--- config.mk ---
export PLATFORM = sky130hd
export DESIGN_NAME = pipe_ctrl
export DESIGN_NICKNAME = d
export VERILOG_FILES = /design/src/rtl/pipe_ctrl.sv
export SDC_FILE = /design/constraint.sdc
export NUM_CORES = 1
export LEC_CHECK = 0
export ABC_CLOCK_PERIOD_IN_PS = 2000
export CORE_ASPECT_RATIO = 0.8
export CORE_MARGIN = 2
export CORE_UTILIZATION = 30
export DETAILED_ROUTE_END_ITERATION = 6
export PLACE_DENSITY_LB_ADDON = 0.08
export SLEW_MARGIN = 20
export SYNTH_ARGS = -nofsm -noshare
export SYNTH_HDL_FRONTEND = slang
export SYNTH_SLANG_ARGS = --single-unit
--- constraint.sdc ---
create_clock -name CLK -period 2 [get_ports CLK]
set_clock_uncertainty 0.15 [all_clocks]
set_input_delay 0.4 -clock CLK [delete_from_list [all_inputs] [get_ports CLK]]
set_output_delay 0.4 -clock CLK [all_outputs]
set_load 0.02 [all_outputs]
--- src/rtl/pipe_ctrl.sv ---
// Y86 five-stage pipeline control: hazard stall/bubble decoding, run-state
// sequencing (post-reset flush, freeze on terminal status) and hazard counters.
module pipe_ctrl #(
  parameter int          CNT_W = 32,
  parameter logic [2:0]  AOK   = 3'd1,
  parameter logic [2:0]  HLT   = 3'd2,
  parameter logic [2:0]  ADR   = 3'd3,
  parameter logic [2:0]  INS   = 3'd4
) (
  input  logic             CLK,
  input  logic             RSTn,
  input  logic [3:0]       D_icode,
  input  logic [3:0]       d_srcA,
  input  logic [3:0]       d_srcB,
  input  logic [3:0]       E_icode,
  input  logic [3:0]       E_dstM,
  input  logic             e_Cnd,
  input  logic [3:0]       M_icode,
  input  logic [2:0]       m_stat,
  input  logic [2:0]       W_stat,
  output logic             F_stall,
  output logic             D_stall,
  output logic             D_bubble,
  output logic             E_bubble,
  output logic             M_bubble,
  output logic             W_stall,
  output logic             set_cc,
  output logic             halted,
  output logic [2:0]       final_stat,
  output logic [CNT_W-1:0] cnt_cycles,
  output logic [CNT_W-1:0] cnt_loaduse,
  output logic [CNT_W-1:0] cnt_mispred,
  output logic [CNT_W-1:0] cnt_ret
);

  localparam logic [3:0] I_MRMOVQ = 4'h5;
  localparam logic [3:0] I_OPQ    = 4'h6;
  localparam logic [3:0] I_JXX    = 4'h7;
  localparam logic [3:0] I_RET    = 4'h9;
  localparam logic [3:0] I_POPQ   = 4'hB;
  localparam logic [3:0] R_NONE   = 4'hF;

  typedef enum logic [1:0] {
    ST_INIT   = 2'd0,
    ST_RUN    = 2'd1,
    ST_FROZEN = 2'd2
  } state_t;

  state_t state_r;
  logic   lu_s, rt_s, mp_s, m_exc_s, w_exc_s;

  function automatic logic exc(input logic [2:0] s);
    return (s == HLT) || (s == ADR) || (s == INS);
  endfunction

  function automatic logic [CNT_W-1:0] sat_inc(input logic [CNT_W-1:0] v);
    return (v == {CNT_W{1'b1}}) ? v : v + {{(CNT_W-1){1'b0}}, 1'b1};
  endfunction

  // Hazard detection terms
  always_comb begin
    lu_s    = ((E_icode == I_MRMOVQ) || (E_icode == I_POPQ)) && (E_dstM != R_NONE) &&
              ((E_dstM == d_srcA) || (E_dstM == d_srcB));
    rt_s    = (D_icode == I_RET) || (E_icode == I_RET) || (M_icode == I_RET);
    mp_s    = (E_icode == I_JXX) && !e_Cnd;
    m_exc_s = exc(m_stat);
    w_exc_s = exc(W_stat);
  end

  // Pipeline register control decoding by run state
  always_comb begin
    F_stall  = 1'b0;
    D_stall  = 1'b0;
    D_bubble = 1'b0;
    E_bubble = 1'b0;
    M_bubble = 1'b0;
    W_stall  = 1'b0;
    set_cc   = 1'b0;
    case (state_r)
      ST_RUN: begin
        F_stall  = lu_s || rt_s;
        D_stall  = lu_s;
        D_bubble = mp_s || (!lu_s && rt_s);
        E_bubble = mp_s || lu_s;
        M_bubble = m_exc_s || w_exc_s;
        W_stall  = w_exc_s;
        set_cc   = (E_icode == I_OPQ) && !m_exc_s && !w_exc_s;
      end
      ST_FROZEN: begin
        F_stall  = 1'b1;
        D_stall  = 1'b1;
        M_bubble = 1'b1;
        W_stall  = 1'b1;
      end
      default: begin
        // INIT (and any illegal encoding) flushes the pipe with bubbles
        D_bubble = 1'b1;
        E_bubble = 1'b1;
        M_bubble = 1'b1;
      end
    endcase
  end

  // Run-state machine with latched terminal status
  always_ff @(posedge CLK or negedge RSTn) begin
    if (!RSTn) begin
      state_r    <= ST_INIT;
      halted     <= 1'b0;
      final_stat <= AOK;
    end else begin
      case (state_r)
        ST_INIT: state_r <= ST_RUN;
        ST_RUN: begin
          if (w_exc_s) begin
            state_r    <= ST_FROZEN;
            halted     <= 1'b1;
            final_stat <= W_stat;
          end else begin
            state_r <= ST_RUN;
          end
        end
        ST_FROZEN: state_r <= ST_FROZEN;
        default:   state_r <= ST_INIT;
      endcase
    end
  end

  // Saturating performance counters, active only while running
  always_ff @(posedge CLK or negedge RSTn) begin
    if (!RSTn) begin
      cnt_cycles  <= {CNT_W{1'b0}};
      cnt_loaduse <= {CNT_W{1'b0}};
      cnt_mispred <= {CNT_W{1'b0}};
      cnt_ret     <= {CNT_W{1'b0}};
    end else if (state_r == ST_RUN) begin
      cnt_cycles <= sat_inc(cnt_cycles);
      if (lu_s)          cnt_loaduse <= sat_inc(cnt_loaduse);
      if (mp_s)          cnt_mispred <= sat_inc(cnt_mispred);
      if (!lu_s && rt_s) cnt_ret     <= sat_inc(cnt_ret);
    end
  end

endmodule

==> flow_summary_export.csv <==
group,metric,value,unit
pwr,p_seq_share,34.0,%
die,core,0.0216,mm2
route,wirelength,19.8,mm
cts,clock-sinks,134,
yosys,netlist_area,0.00664,mm2
yosys,syn_area_per_cell,10.8,um2
final_layout,layout-drive-gt1-share,36.1,%
job,maxCapViolCount,0,
cts,clockRootBuffer,"clkbuf_16",
cts,numCtsBuffers,17,
final_layout,final_cells,1262,
die,fp.dieArea,0.0233,mm2
cts,clock_latency,0.41,ns
yosys,async_flop_share,100,%
global_route,grt_usage,17.1,%
timing,worstMarginPinSlew,0.485,ns
timing,hold_viol,0,
timing,slew_viol_final,0,
yosys,synth_flop_cell,"dfrtp_1",
worst_setup_path,critPathArrivalTime,2.49,ns
pwr,p_per_area,801,mW/mm2
timing,setup_viol,92,
yosys,yosysWarnings,0,
run_status,failed_checks,"negative setup slack",
placed_design,dpl_cell_area,0.00997,mm2
pwr,peakVddDrop,0.470,mV
route,drcViolationCount,0,
timing,relSlewSlack,67.4,%
global_route,grt_pass1_vias,6157,
yosys,synth.largest_area_cell,"dfrtp_1",
worst_setup_path,crit_required,2.13,ns
die,die_h,137,um
yosys,synth_edf_count,0,
yosys,ys_types,56,
final_layout,fin_nets,1015,
cts,cts_tree,"done",
die,start_util,30.7,%
placed_design,io_buffers,171,
global_route,grt_pass1_wl,31.4,mm
pwr,pwr-share-comb,27.0,%
global_route,overflow,0,
pwr,sw_frac_of_total,28.8,%
placed_design,pre_cts_ws,-0.981,ns
die,io_pins,172,
die,rows,48,
global_route,antenna_found_initial,0,
timing,fin_crit,2.35,ns
final_layout,num_antenna_cells,0,
route,drt-pass1-iter-count,4,
timing,setup_slack,-0.354,ns
placed_design,gp_congestion,0.832,
timing,rsz0062_at_grt,"yes",
route,first_iter_violations,328,
yosys,syn_inst,613,
worst_setup_path,start_kind,"primary input",
timing,whs,0.296,ns
yosys,synth_nets,654,
route,routed-via-count,5981,
yosys,ys_seq_area_share,50.6,%
final_layout,fin_area,0.0112,mm2
hold_path,hp-class,"primary input to asynchronous set/reset pin",
pwr,power.leakage,5.70,nW
route,postRouteAntennaNets,0,
placed_design,placedCellCount,1207,
placed_design,hpwl,14.2,mm
global_route,grt_start_max_net_pins,65,
yosys,yosys-top-cells-count,"dfrtp_1, xnor2_1, nand4_1",
run_status,status,"finished with violations",
worst_setup_path,crit_fanout,8,
yosys,synth_top_area_share,50.2,%
pwr,switchingPower,2.59,mW
route,avgViaCountPerCell,4.74,
worst_setup_path,worst-setup-path-type,"primary input to register",
yosys,synth-seq-cells,134,
worst_setup_path,cp-end-kind,"register",
yosys,yosysMostFrequentCell,"dfrtp_1",
timing,fmax,425,MHz
cts,clockBufferDepth,2,
pwr,power.share.clock,39.0,%
cts,clk_pin_slew,0.06,ns
yosys,synth_area_leaders,"dfrtp_1, xnor2_1, nand4_1, nand3_1, xor2_1",
cts,h-tree-depth,4,
die,die-width,170,um
route,wl_per_cell,15.7,um
pwr,internal_power,6.41,mW
timing,fin_crit_sh,118,%
final_layout,area_growth,69.3,%
## what timing repair did
action | CTS | global route
pin swaps | 41 | 54
endpoints found under the hold margin | 28 | 0
cloned | 1 | 1
gates resized for setup | 248 | 68
hold buffers | 1 | 0
buffers inserted | 16 | 6
endpoints found under the setup margin | 228 | 134
## path summary, 6_finish.rpt
path | end | slack [ns] | cells past startpoint | start
min in group CLK | halted | 0.32 | 1 | halted
max in group asynchronous | cnt_cycles[11] | 0.71 | 3 | RSTn
hold / removal | cnt_ret[20] | 0.30 | 2 | RSTn
setup / recovery | cnt_loaduse[1] | -0.35 | 10 | d_srcB[0]
hold reg to reg | halted | 0.32 | 1 | halted
setup reg to reg | cnt_loaduse[1] | -0.29 | 10 | state_r[1]
## per-stage QoR
stage	setup TNS (ns)	utilization [%]	power, mW
2_1_floorplan	-0.300	-	4.11
6_report	-16.91	52.0	8.99
3_5_place_dp	-62.40	46.1	5.29
3_3_place_gp	-56.94	46.1	5.24
5_1_grt	-26.04	52.0	9.42
4_1_cts	-14.51	50.6	9.05
## power by group through the flow
stage / logic [mW] / registers (mW) / clock network, mW
3_3_place_gp: 2.15 / 3.09 / 0
5_1_grt: 2.62 / 3.08 / 3.73
6_report: 2.43 / 3.06 / 3.50
2_1_floorplan: 0.743 / 3.36 / 0
4_1_cts: 2.39 / 3.06 / 3.60
3_5_place_dp: 2.18 / 3.10 / 0
## critical path, cell delays in order
cell	delay, ns
dlygate4sd2_1	0.25
xnor2_1	0.18
nand4_1	0.21
buf_4	0.19
a211o_1	0.35
buf_6	0.14
buf_6	0.11
nor2_4	0.17
buf_6	0.18
mux2_4	0.30
## cell usage in the layout, fill, tap and decap left out, types with 20 or more instances in the layout
cell           count
xor2_1            20
dlygate4sd2_1    129
and3_1            27
nand2_1           37
xnor2_1          104
dfrtp_1          103
dfrtp_2           30
nand4_1           55
nand3_1           41
buf_4            163
## final cells by class
cell class | instances | area [um2]
fill | 1988 | 10400
clock buffer | 21 | 460
multi-input combinational | 457 | 3730
timing repair buffer | 353 | 3060
inverter | 11 | 43.8
clock inverter | 11 | 199
sequential | 134 | 3390
tap | 275 | 344
## flip-flops by register name, summed over array words and instances (netlist names)
| name | cells |
|---|---|
| halted | 1 |
| cnt_mispred | 32 |
| cnt_cycles | 32 |
| final_stat | 3 |
| cnt_ret | 32 |
| cnt_loaduse | 32 |
| state_r | 2 |
## logic make-up after synthesis
| family | after synthesis | synth area share, % |
|---|---|---|
| DFF | 134 | 50.6 |
| buffers and inverters | 22 | 1.68 |
| muxes | 6 | 1.04 |
| AOI/OAI and AO/OA | 25 | 2.55 |
| xor gates and xnor gates | 132 | 17.4 |
| adders and majority gates | 8 | 1.51 |
| and+or+nand+nor | 286 | 25.2 |
## metal layers
layer	global-route usage [%]	vias to the layer above	share of wire, %
met2	29.1	124	50
met4	6.65	0	2.0
met5	0	-	0
met1	21.8	2917	45
met3	2.86	25	3.4
li1	-	2915	-
No activity file was read; power rests on OpenSTA's default activity.
